<file path="src/rtl/mt_cpu_pkg.sv">
// Shared types and constants for the mt_cpu barrel processor.
// Holds the thread-id width, the NOP encoding and the IF/ID latch struct.
package mt_cpu_pkg;

    localparam int ADDRESS_WIDTH_DEF = 32;
    localparam int DATA_WIDTH_DEF    = 32;
    localparam int NUM_THREADS_DEF   = 4;
    localparam int TID_W             = $clog2(NUM_THREADS_DEF);

    // addi x0, x0, 0
    localparam logic [DATA_WIDTH_DEF-1:0] INSTR_NOP = 32'h0000_0013;

    typedef struct packed {
        logic                         valid;
        logic [TID_W-1:0]             tid;
        logic [ADDRESS_WIDTH_DEF-1:0] pc;
        logic [DATA_WIDTH_DEF-1:0]    instr;
    } if_id_t;

endpackage

</file>
<file path="src/rtl/mt_fetch_stage_thread_pc_file.sv">
// Per-thread PC registers: one combinational read port, one +4 write
// and one redirect write. The redirect wins over the increment for the same thread.
module thread_pc_file #(
    parameter int                  AW            = 32,
    parameter int                  NT            = 4,
    parameter int                  TW            = 2,
    parameter logic [AW-1:0]       RESET_PC      = '0,
    parameter int                  THREAD_STRIDE = 256
) (
    input  logic          clk,
    input  logic          rst,
    input  logic [TW-1:0] rd_tid,
    output logic [AW-1:0] rd_pc,
    input  logic          inc_en,
    input  logic [TW-1:0] inc_tid,
    input  logic          redir_en,
    input  logic [TW-1:0] redir_tid,
    input  logic [AW-1:0] redir_pc
);

    logic [AW-1:0] pc_r [NT];

    assign rd_pc = pc_r[rd_tid];

    // PC update: a redirect sets the PC; if the same thread also fetched this cycle it fetched the redirect target, so step past it.
    always_ff @(posedge clk or posedge rst) begin
        if (rst) begin
            for (int t = 0; t < NT; t++) begin
                pc_r[t] <= RESET_PC + AW'(t * THREAD_STRIDE);
            end
        end else begin
            for (int t = 0; t < NT; t++) begin
                if (redir_en && (redir_tid == TW'(t))) begin
                    pc_r[t] <= redir_pc + ((inc_en && (inc_tid == TW'(t))) ? AW'(4) : AW'(0));
                end else if (inc_en && (inc_tid == TW'(t))) begin
                    pc_r[t] <= pc_r[t] + AW'(4);
                end else begin
                    pc_r[t] <= pc_r[t];
                end
            end
        end
    end

endmodule

</file>
<file path="src/rtl/mt_fetch_stage.sv">
// Barrel-processor fetch stage: strict round-robin thread slots, IMEM read, IF/ID latch.
// Optional feature macro: MT_FETCH_THREAD_MASK_EN adds the thread_en input.
module mt_fetch_stage
    import mt_cpu_pkg::*;
#(
    parameter int                           ADDRESS_WIDTH = 32,
    parameter int                           DATA_WIDTH    = 32,
    parameter int                           NUM_THREADS   = 4,
    parameter logic [ADDRESS_WIDTH-1:0]     RESET_PC      = '0,
    parameter int                           THREAD_STRIDE = 256
) (
    input  logic                           clk,
    input  logic                           rst,
    input  logic                           stall,
    input  logic                           redir_valid,
    input  logic [$clog2(NUM_THREADS)-1:0] redir_tid,
    input  logic [ADDRESS_WIDTH-1:0]       redir_pc,
`ifdef MT_FETCH_THREAD_MASK_EN
    input  logic [NUM_THREADS-1:0]         thread_en,
`endif
    output logic [ADDRESS_WIDTH-1:0]       imem_addr,
    input  logic [DATA_WIDTH-1:0]          imem_rdata,
    output logic                           if_valid,
    output logic [$clog2(NUM_THREADS)-1:0] if_tid,
    output logic [ADDRESS_WIDTH-1:0]       if_pc,
    output logic [DATA_WIDTH-1:0]          if_instr
);

    localparam int TW = $clog2(NUM_THREADS);

    logic [TW-1:0]            slot_r;
    logic [ADDRESS_WIDTH-1:0] pc_rd_s;
    logic [ADDRESS_WIDTH-1:0] redir_pc_s;
    logic                     redir_hit_s;
    logic                     fetch_en_s;
    logic                     inc_en_s;
    logic [NUM_THREADS-1:0]   thread_en_s;
    if_id_t                   if_id_r;

`ifdef MT_FETCH_THREAD_MASK_EN
    assign thread_en_s = thread_en;
`else
    assign thread_en_s = '1;
`endif

    assign redir_pc_s = {redir_pc[ADDRESS_WIDTH-1:2], 2'b00};

    // Slot address with same-cycle redirect bypass so the redirected thread loses no fetch.
    always_comb begin
        redir_hit_s = redir_valid && (redir_tid == slot_r);
        imem_addr   = redir_hit_s ? redir_pc_s : pc_rd_s;
        fetch_en_s  = thread_en_s[slot_r];
        inc_en_s    = (!stall) && fetch_en_s;
    end

    thread_pc_file #(
        .AW            (ADDRESS_WIDTH),
        .NT            (NUM_THREADS),
        .TW            (TW),
        .RESET_PC      (RESET_PC),
        .THREAD_STRIDE (THREAD_STRIDE)
    ) u_pc_file (
        .clk       (clk),
        .rst       (rst),
        .rd_tid    (slot_r),
        .rd_pc     (pc_rd_s),
        .inc_en    (inc_en_s),
        .inc_tid   (slot_r),
        .redir_en  (redir_valid),
        .redir_tid (redir_tid),
        .redir_pc  (redir_pc_s)
    );

    // Slot counter and IF/ID latch; disabled slots still consume their turn but carry a NOP bubble.
    always_ff @(posedge clk or posedge rst) begin
        if (rst) begin
            slot_r  <= '0;
            if_id_r <= '{valid: 1'b0, tid: '0, pc: '0, instr: INSTR_NOP};
        end else if (!stall) begin
            slot_r  <= slot_r + TW'(1);
            if_id_r <= '{valid: fetch_en_s,
                         tid:   slot_r,
                         pc:    imem_addr,
                         instr: fetch_en_s ? imem_rdata : INSTR_NOP};
        end else begin
            slot_r  <= slot_r;
            if_id_r <= if_id_r;
        end
    end

    assign if_valid = if_id_r.valid;
    assign if_tid   = if_id_r.tid;
    assign if_pc    = if_id_r.pc;
    assign if_instr = if_id_r.instr;

endmodule
</file>
<file path="config.mk">
export PLATFORM = sky130hd
export DESIGN_NAME = mt_fetch_stage
export DESIGN_NICKNAME = d
export VERILOG_FILES = /design/src/rtl/mt_cpu_pkg.sv /design/src/rtl/mt_fetch_stage_thread_pc_file.sv /design/src/rtl/mt_fetch_stage.sv
export SDC_FILE = /design/constraint.sdc
export NUM_CORES = 1
export LEC_CHECK = 0
export CAP_MARGIN = 20
export CORE_MARGIN = 2
export CORE_UTILIZATION = 25
export DETAILED_ROUTE_END_ITERATION = 8
export SYNTH_ARGS = -nofsm -noshare
export SYNTH_HDL_FRONTEND = slang
export SYNTH_HIERARCHICAL = 1
export SYNTH_SLANG_ARGS = --single-unit
</file>
<file path="constraint.sdc">
create_clock -name clk -period 12.6 [get_ports clk]
set_input_delay 2.52 -clock clk [delete_from_list [all_inputs] [get_ports clk]]
set_output_delay 2.52 -clock clk [all_outputs]
set_load 0.01 [all_outputs]
</file>
======== Yosys cells after proc, flatten, opt, wreduce, memory -nomap -nowiden ========
Index checks and enable logic that the tools add are counted.
storage, ports and cells
  word-level logic and storage cells ...... 64
  register bits ........................... 197
cells by class
  reductions and logical operators ........ 17
  equality and inequality tests ........... 7
  add/sub/neg operators ................... 9
  muxes and demuxes ....................... 19
  bitwise operators ....................... 1
  order comparisons ....................... 2
operators with widths
  operator               count
  $mux 32                12
  $add 32x3->32 const B  4
  $add 32x32->32         4
  $bmux 32 s2            1
  $mux 3                 4
  $logic_and 1x1->1      10
  $eq 2x2->1 const B     4
  $reduce_bool 2->1      4
  $eq 2x1->1 const B     2
  $logic_not 2->1        2
  $ge 3x3->1 const B     1
  $lt 2x3->1 const B     1
  $not 2->3              1
  $add 2x1->2 const B    1
  $bmux 1 s2             1
  $eq 2x2->1             1
  $logic_not 1->1        1
  $mux 1                 1

======== Depth between registers and ports, before layout ========
Gate-level depths: netlist of the first run.
  depth after elaboration ................. 7
  mapped depth ............................ 12
  depth with buffers taken out ............ 10

======== By module ========
Netlist of the first run, hierarchy kept.
modules (own cells, without submodules)
  module          sequential area each (um^2)  instances  area each (um^2)  cells each
  thread_pc_file  3208.1                       1          9849.4            1033
  mt_fetch_stage  1730.4                       1          4124.0            305

======== Worst setup path after synthesis of the first run ========
Ideal clock, no wire load.
  kind .................................... input-to-output
  from .................................... input redir_tid[1]
  to ...................................... output imem_addr[10]
  cell stages on the path ................. 4
  data required time ...................... 10080 ps
  arrival time ............................ 3306 ps
  path slack .............................. 6774 ps
  path through ............................ xnor2_2 nand3_4 buf_6 o21ai_1
on the way
  word-level cells in the longest chain between the ends .. 3
RTL lines
  item                line                  source
  start: declaration  mt_fetch_stage.sv:16  input logic [$clog2(NUM_THREADS)-1:0] redir_tid,
  $eq 2x2->1          mt_fetch_stage.sv:50  redir_hit_s = redir_valid && (redir_tid == slot_r);
  $logic_and 1x1->1   mt_fetch_stage.sv:50
  $mux 32             mt_fetch_stage.sv:51  imem_addr = redir_hit_s ? redir_pc_s : pc_rd_s;
  end: declaration    mt_fetch_stage.sv:21  output logic [ADDRESS_WIDTH-1:0] imem_addr,
Every way passes these cells.

======== Final worst setup path of the first run ========
  from .................................... input redir_tid[1]
  to ...................................... output imem_addr[25]
Same word-level chain as after synthesis.

==> results of run 1 <==
[synth_stat cells, types with 3 or more instances]
| cell | number | area [sq um] |
|---|---|---|
| nor2_1 | 69 | 259.0 |
| xor2_1 | 183 | 1603 |
| xnor2_1 | 47 | 411.6 |
| nor4_1 | 16 | 100.1 |
| ha_1 | 13 | 162.7 |
| and3_1 | 27 | 168.9 |
| a2bb2oi_2 | 30 | 450.4 |
| a21oi_1 | 30 | 150.1 |
| buf_6 | 18 | 202.7 |
| o21ai_1 | 30 | 150.1 |
| inv_1 | 38 | 142.6 |
| buf_2 | 34 | 170.2 |
| nor4_4 | 3 | 63.81 |
| dfrtp_1 | 190 | 4755 |
| buf_4 | 8 | 60.06 |
| nand3_1 | 87 | 435.4 |
| nand4_2 | 4 | 50.05 |
| o31ai_2 | 30 | 375.4 |
| nand3b_1 | 3 | 22.52 |
| nor3_1 | 18 | 90.09 |
| mux2i_1 | 77 | 770.7 |
| o21ai_0 | 11 | 55.05 |
| and2_1 | 9 | 56.30 |
| nand4b_1 | 3 | 26.28 |
| clkinv_1 | 4 | 15.01 |
| and4_1 | 15 | 131.4 |
| nand4_1 | 69 | 431.7 |
| nor4_2 | 5 | 62.56 |
| buf_1 | 5 | 18.77 |
| a41oi_2 | 30 | 488.0 |
| nand2_1 | 98 | 367.9 |
| mux2_2 | 43 | 484.2 |
| clkbuf_1 | 31 | 116.4 |
| dfstp_2 | 7 | 183.9 |
| mux4_2 | 32 | 720.7 |
[layer usage]
| metal | track usage [%] | vias up | wire length, microns |
|---|---|---|---|
| met1 | 20.06 | 5640 | 19400 |
| met4 | 6.381 | 0 | 1387 |
| met2 | 25.04 | 487 | 21290 |
| met5 | 0 | - | 0 |
| li1 | - | 5072 | - |
| met3 | 2.778 | 76 | 3214 |
[cell type report]
cell class,count,area [sq um]
repair buffers,191,1837
clock inverters,14,176.4
flip-flops and latches,197,4941
well taps,748,935.9
clock buffers,18,439.2
inverters,43,163.9
multi-input cells,1008,8382
fillers,5603,38330
[report_power, final]
group	internal (mW)	switching, mW
logic	0.712	0.744
clock network	0.309	0.287
registers	0.806	0.205
[state kept, by name (all words and copies together), names as in the netlist]
name            cells
if_instr           32
u_pc_file/pc_r    128
if_valid            1
slot_r              2
if_tid              2
if_pc              32
[worst paths after layout]
check / slack, ps / cells after the start / end / start
worst max-delay path: 4550 / 6 / imem_addr[25] / redir_tid[1]
worst min-delay path: 480 / 1 / if_valid / if_valid
worst max register to register: 8180 / 10 / u_pc_file/pc_r[94] / slot_r[0]
worst min register to register: 480 / 1 / if_valid / if_valid
max in group asynchronous: 8440 / 3 / u_pc_file/pc_r[24] / rst
min in group asynchronous: 2420 / 2 / if_tid[1] / rst
[per-stage QoR]
stage	power, mW	util (%)	instances	hold slack (ps)	instance area (sq um)
final	3.063	30.57	2219	479.2	16870
after global routing	3.220	30.57	2219	490.7	16870
after CTS	3.079	30.54	2216	482.9	16860
after detailed placement	2.475	29.43	2184	460.0	16240
after global placement	2.454	29.41	2183	452.1	16230
after floorplan	1.896	-	1345	473.9	14000
[cell families (layout without fill, tap and decap cells)]
group                    count (synthesis)  after routing
AND/OR/NAND/NOR                        436            436
XOR/XNOR                               234            234
flip-flops                             197            197
AO/OA/AOI/OAI                          165            165
multiplexers                           152            152
buffers and inverters                  140            266
adder cells (fa/ha/maj)                 13             13
other                                    1              8
[critical path: stages]
cell and delay (ps):
clkdlybuf4s50_1 800, xnor2_4 160, buf_4 520, nand3_4 510
o21ai_1 360, clkdlybuf4s50_1 610
==> results.sh, run 1 <==
export IMPL_layout_nets=1541
export IMPL_grt_pass1_vias=10860
export IMPL_globalplace_congestion=0.9279
export IMPL_final_common_cell="dfrtp_1"
export IMPL_synthAdderAreaFrac_pct=1.164
export IMPL_diodes=0
export IMPL_grt_pass1_wl_microns=67730
export IMPL_setup_viol=0
export IMPL_cts_num_sinks=197
export IMPL_first_iter_violations=984
export IMPL_grt_max_degree=73
export IMPL_yosys_area_share_simple_pct=17.03
export IMPL_drv_slew=0
export IMPL_antenna_found_initial=0
export IMPL_finalWorstSetupSlack_ps=4553
export IMPL_place_hpwl_microns=33110
export IMPL_io_buffer_count=166
export IMPL_post_cts_buffers=0
export IMPL_fmax_mhz=124.3
export IMPL_vias_per_cell=5.081
export IMPL_coreArea_sq_mm=0.05520
export IMPL_slew_limit_headroom_pct=18.45
export IMPL_wl_per_cell_microns=20.41
export IMPL_die_area_sq_mm=0.05780
export IMPL_yosys_warnings=6
export IMPL_numCtsBuffers=17
export IMPL_worstSetupPathType="input pin to primary output"
export IMPL_post_place_ws_ps=4566
export IMPL_synth_top_family_by_area="simple AND/OR/NAND/NOR gates"
export IMPL_clkTransAtPathRegs_ps=80
export IMPL_dr_total_vias=11280
export IMPL_grt_overflow=0
export IMPL_powerDensity_mw_per_mm2=181.5
export IMPL_required_ps=10080
export IMPL_synth_mux_area_fraction_pct=14.14
export IMPL_clock_latency_ps=460
export IMPL_synth_ff_type="dfrtp_1"
export IMPL_hp_class="register to register"
export IMPL_fin_worst_skew_ps=10.35
export IMPL_drc=0
export IMPL_synth_compound_area_share_pct=12.16
export IMPL_drive_above_1_share_pct=17.68
export IMPL_path_max_fanout=34
export IMPL_peakVddDrop_mv=0.1103
export IMPL_ys_seq_area_share_pct=35.34
export IMPL_area_growth_pct=20.76
export IMPL_num_rows=86
export IMPL_netlist_instances=1338
export IMPL_period_needed_ps=8047
export IMPL_die_w_microns=240.4
export IMPL_crit_path_start_kind="input pin"
export IMPL_power_leakage_nw=6.283
export IMPL_htree_levels=4
export IMPL_final_setup_tns_ps=0
export IMPL_dr_pass1_iters=8
export IMPL_cap_violations=0
export IMPL_io_pins=169
export IMPL_track_usage_pct=15.40
export IMPL_cts_hold_buf=0
export IMPL_synth_seq_cells=197
export IMPL_clockBufferDepth=2
export IMPL_hold_viol_final=0
export IMPL_async_reset_ff_share_pct=100.0
export IMPL_cts_resized=0
export IMPL_rsz0062_at_grt="no"
export IMPL_start_util_pct=25.31
export IMPL_outcome="complete, no violations"
export IMPL_tightest_slew_ps=1213
export IMPL_syn_area_sq_mm=0.01397
export IMPL_cp_arrival_ps=5530
export IMPL_layout_common_cells="dfrtp_1 (188), xor2_1 (183), clkdlybuf4s50_1 (164), nand2_1 (98), nand3_1 (86)"
export IMPL_yosysUniqueCellTypes=50
export IMPL_root_buffer="clkbuf_16"
export IMPL_cts_tree="built"
export IMPL_post_route_period_util_pct=63.87
export IMPL_postRouteAntennaNets=0
export IMPL_die_h_microns=240.4
export IMPL_synthXorXnorAreaFrac_pct=14.88
export IMPL_synth_edff_count=0
export IMPL_worstSetupEndpointType="primary output"
export IMPL_synth_avg_cell_area_sq_um=10.44
export IMPL_drt_total_wl_microns=45290
(Power assumes the default switching activity.)
==> run 2: changes to the inputs <==
==> constraint.sdc (replaced) <==
create_clock -name clk -period 6.6 [get_ports clk]
set_input_delay 1.32 -clock clk [delete_from_list [all_inputs] [get_ports clk]]
set_output_delay 1.32 -clock clk [all_outputs]
set_load 0.01 [all_outputs]
==> run 2 against run 1 <==
Against the previous run:
- wire length down 0.78%
- first-iteration DRC count decreased by 5.6%
- total power up 91%
- largest cell class unchanged
- highest routed layer unchanged
==> results.sh, run 2 (synthesis results as in run 1) <==
export IMPL_outcome="complete, no violations"
export IMPL_grt_max_degree=62
export IMPL_drt_total_wl_microns=44930
export IMPL_clockBufferDepth=2
export IMPL_clkTransAtPathRegs_ps=80
export IMPL_peakVddDrop_mv=0.1686
export IMPL_vias_per_cell=5.104
export IMPL_cap_violations=0
export IMPL_hold_viol_final=0
export IMPL_largest_register="u_pc_file/pc_r"
export IMPL_setup_viol=0
export IMPL_final_setup_tns_ps=0
export IMPL_dr_total_vias=11360
export IMPL_globalplace_congestion=0.9294
export IMPL_postLayoutCoreUtil_pct=30.68
export IMPL_die_w_microns=240.4
export IMPL_fmax_mhz=191.3
export IMPL_start_util_pct=25.31
export IMPL_root_buffer="clkbuf_16"
export IMPL_antenna_found_initial=0
export IMPL_tightest_slew_ps=1215
export IMPL_io_buffer_count=166
export IMPL_track_usage_pct=15.41
export IMPL_cts_resized=0
export IMPL_dr_pass1_iters=5
export IMPL_path_max_fanout=20
export IMPL_grt_pass1_vias=11310
export IMPL_cts_num_sinks=197
export IMPL_cp_arrival_ps=3910
export IMPL_num_rows=86
export IMPL_first_iter_violations=929
export IMPL_final_common_cell="dfrtp_1"
export IMPL_layout_nets=1548
export IMPL_die_area_sq_mm=0.05780
export IMPL_period_needed_ps=5226
export IMPL_rsz0062_at_grt="no"
export IMPL_grt_overflow=0
export IMPL_power_leakage_nw=6.315
export IMPL_drive_above_1_share_pct=18.06
export IMPL_fin_worst_skew_ps=12.38
export IMPL_post_route_period_util_pct=79.19
export IMPL_area_growth_pct=21.20
export IMPL_hp_class="register to register"
export IMPL_cts_hold_buf=0
export IMPL_grt_pass1_wl_microns=68070
export IMPL_largest_reg_flops=128
export IMPL_required_ps=5280
export IMPL_worstSetupEndpointType="primary output"
export IMPL_slew_limit_headroom_pct=18.25
export IMPL_drv_slew=0
export IMPL_io_pins=169
export IMPL_postRouteAntennaNets=0
export IMPL_cts_tree="built"
export IMPL_powerDensity_mw_per_mm2=346.1
export IMPL_post_cts_buffers=0
export IMPL_reg2reg_slack_ps=2900
export IMPL_layout_common_cells="dfrtp_1 (188), xor2_1 (183), clkdlybuf4s50_1 (164), nand2_1 (98), nand3_1 (86)"
export IMPL_worstSetupPathType="input pin to primary output"
export IMPL_coreArea_sq_mm=0.05520
export IMPL_drc=0
export IMPL_crit_path_start_kind="input pin"
export IMPL_diodes=0
export IMPL_place_hpwl_microns=33690
export IMPL_clock_latency_ps=470
export IMPL_wl_per_cell_microns=20.19
export IMPL_die_h_microns=240.4
export IMPL_htree_levels=4
export IMPL_numCtsBuffers=17
## run 2: cell types whose count changed in the layout (fill, tap and decap cells not counted)
cell and change:
clkinvlp_4 +1, clkbuf_8 -1, inv_6 -3, clkdlybuf4s18_2 -1, clkinv_8 +2, clkbuf_2 +2, buf_4 +8, buf_2 -2
inv_8 +1
## run 2: through the flow
stage          cells  power, mW  hold WS, ps  cell area, sq um  worst slack [ps]
2_1_floorplan   1345      3.620        473.9             14000              1874
3_3_place_gp    2191      4.678        452.4             16290              1388
3_5_place_dp    2191      4.728        468.6             16290              1388
4_1_cts         2223      5.873        491.5             16920              1369
5_1_grt         2226      6.156        517.3             16940              1250
6_report        2226      5.861        483.7             16940              1374
## run 2: final timing paths
path | depth (start not counted) | start | to
worst min-delay path | 1 | if_valid | if_valid
worst min register to register | 1 | if_valid | if_valid
worst max-delay path | 6 | redir_tid[1] | imem_addr[25]
max in group asynchronous | 3 | rst | u_pc_file/pc_r[117]
worst max register to register | 10 | slot_r[0] | u_pc_file/pc_r[94]
min in group asynchronous | 2 | rst | if_instr[25]
## run 2: routing by layer
metal | global-route usage, % | part of all wire (%)
met1 | 20.07 | 42
met5 | 0 | 0
met3 | 2.388 | 6.8
met4 | 6.004 | 3.3
met2 | 25.53 | 47
## run 2: power by group
group / switching [mW] / internal [mW]
clock network: 0.562 / 0.584
logic: 1.37 / 1.36
registers: 0.442 / 1.54
total: 2.38 / 3.48
## run 2: layout make-up
class,instances,area (sq um)
fillers,5582,38260
multi-input cells,1008,8382
flip-flops and latches,197,4941
repair buffers,198,1887
well taps,748,935.9
clock buffers,17,425.4
clock inverters,15,201.4
inverters,43,163.9
## run 2: worst max-delay path: stages
cell and delay [ps]:
clkdlybuf4s50_1 790, xor2_4 460, buf_4 440, o31ai_2 140
o21ai_1 120, clkdlybuf4s50_1 620
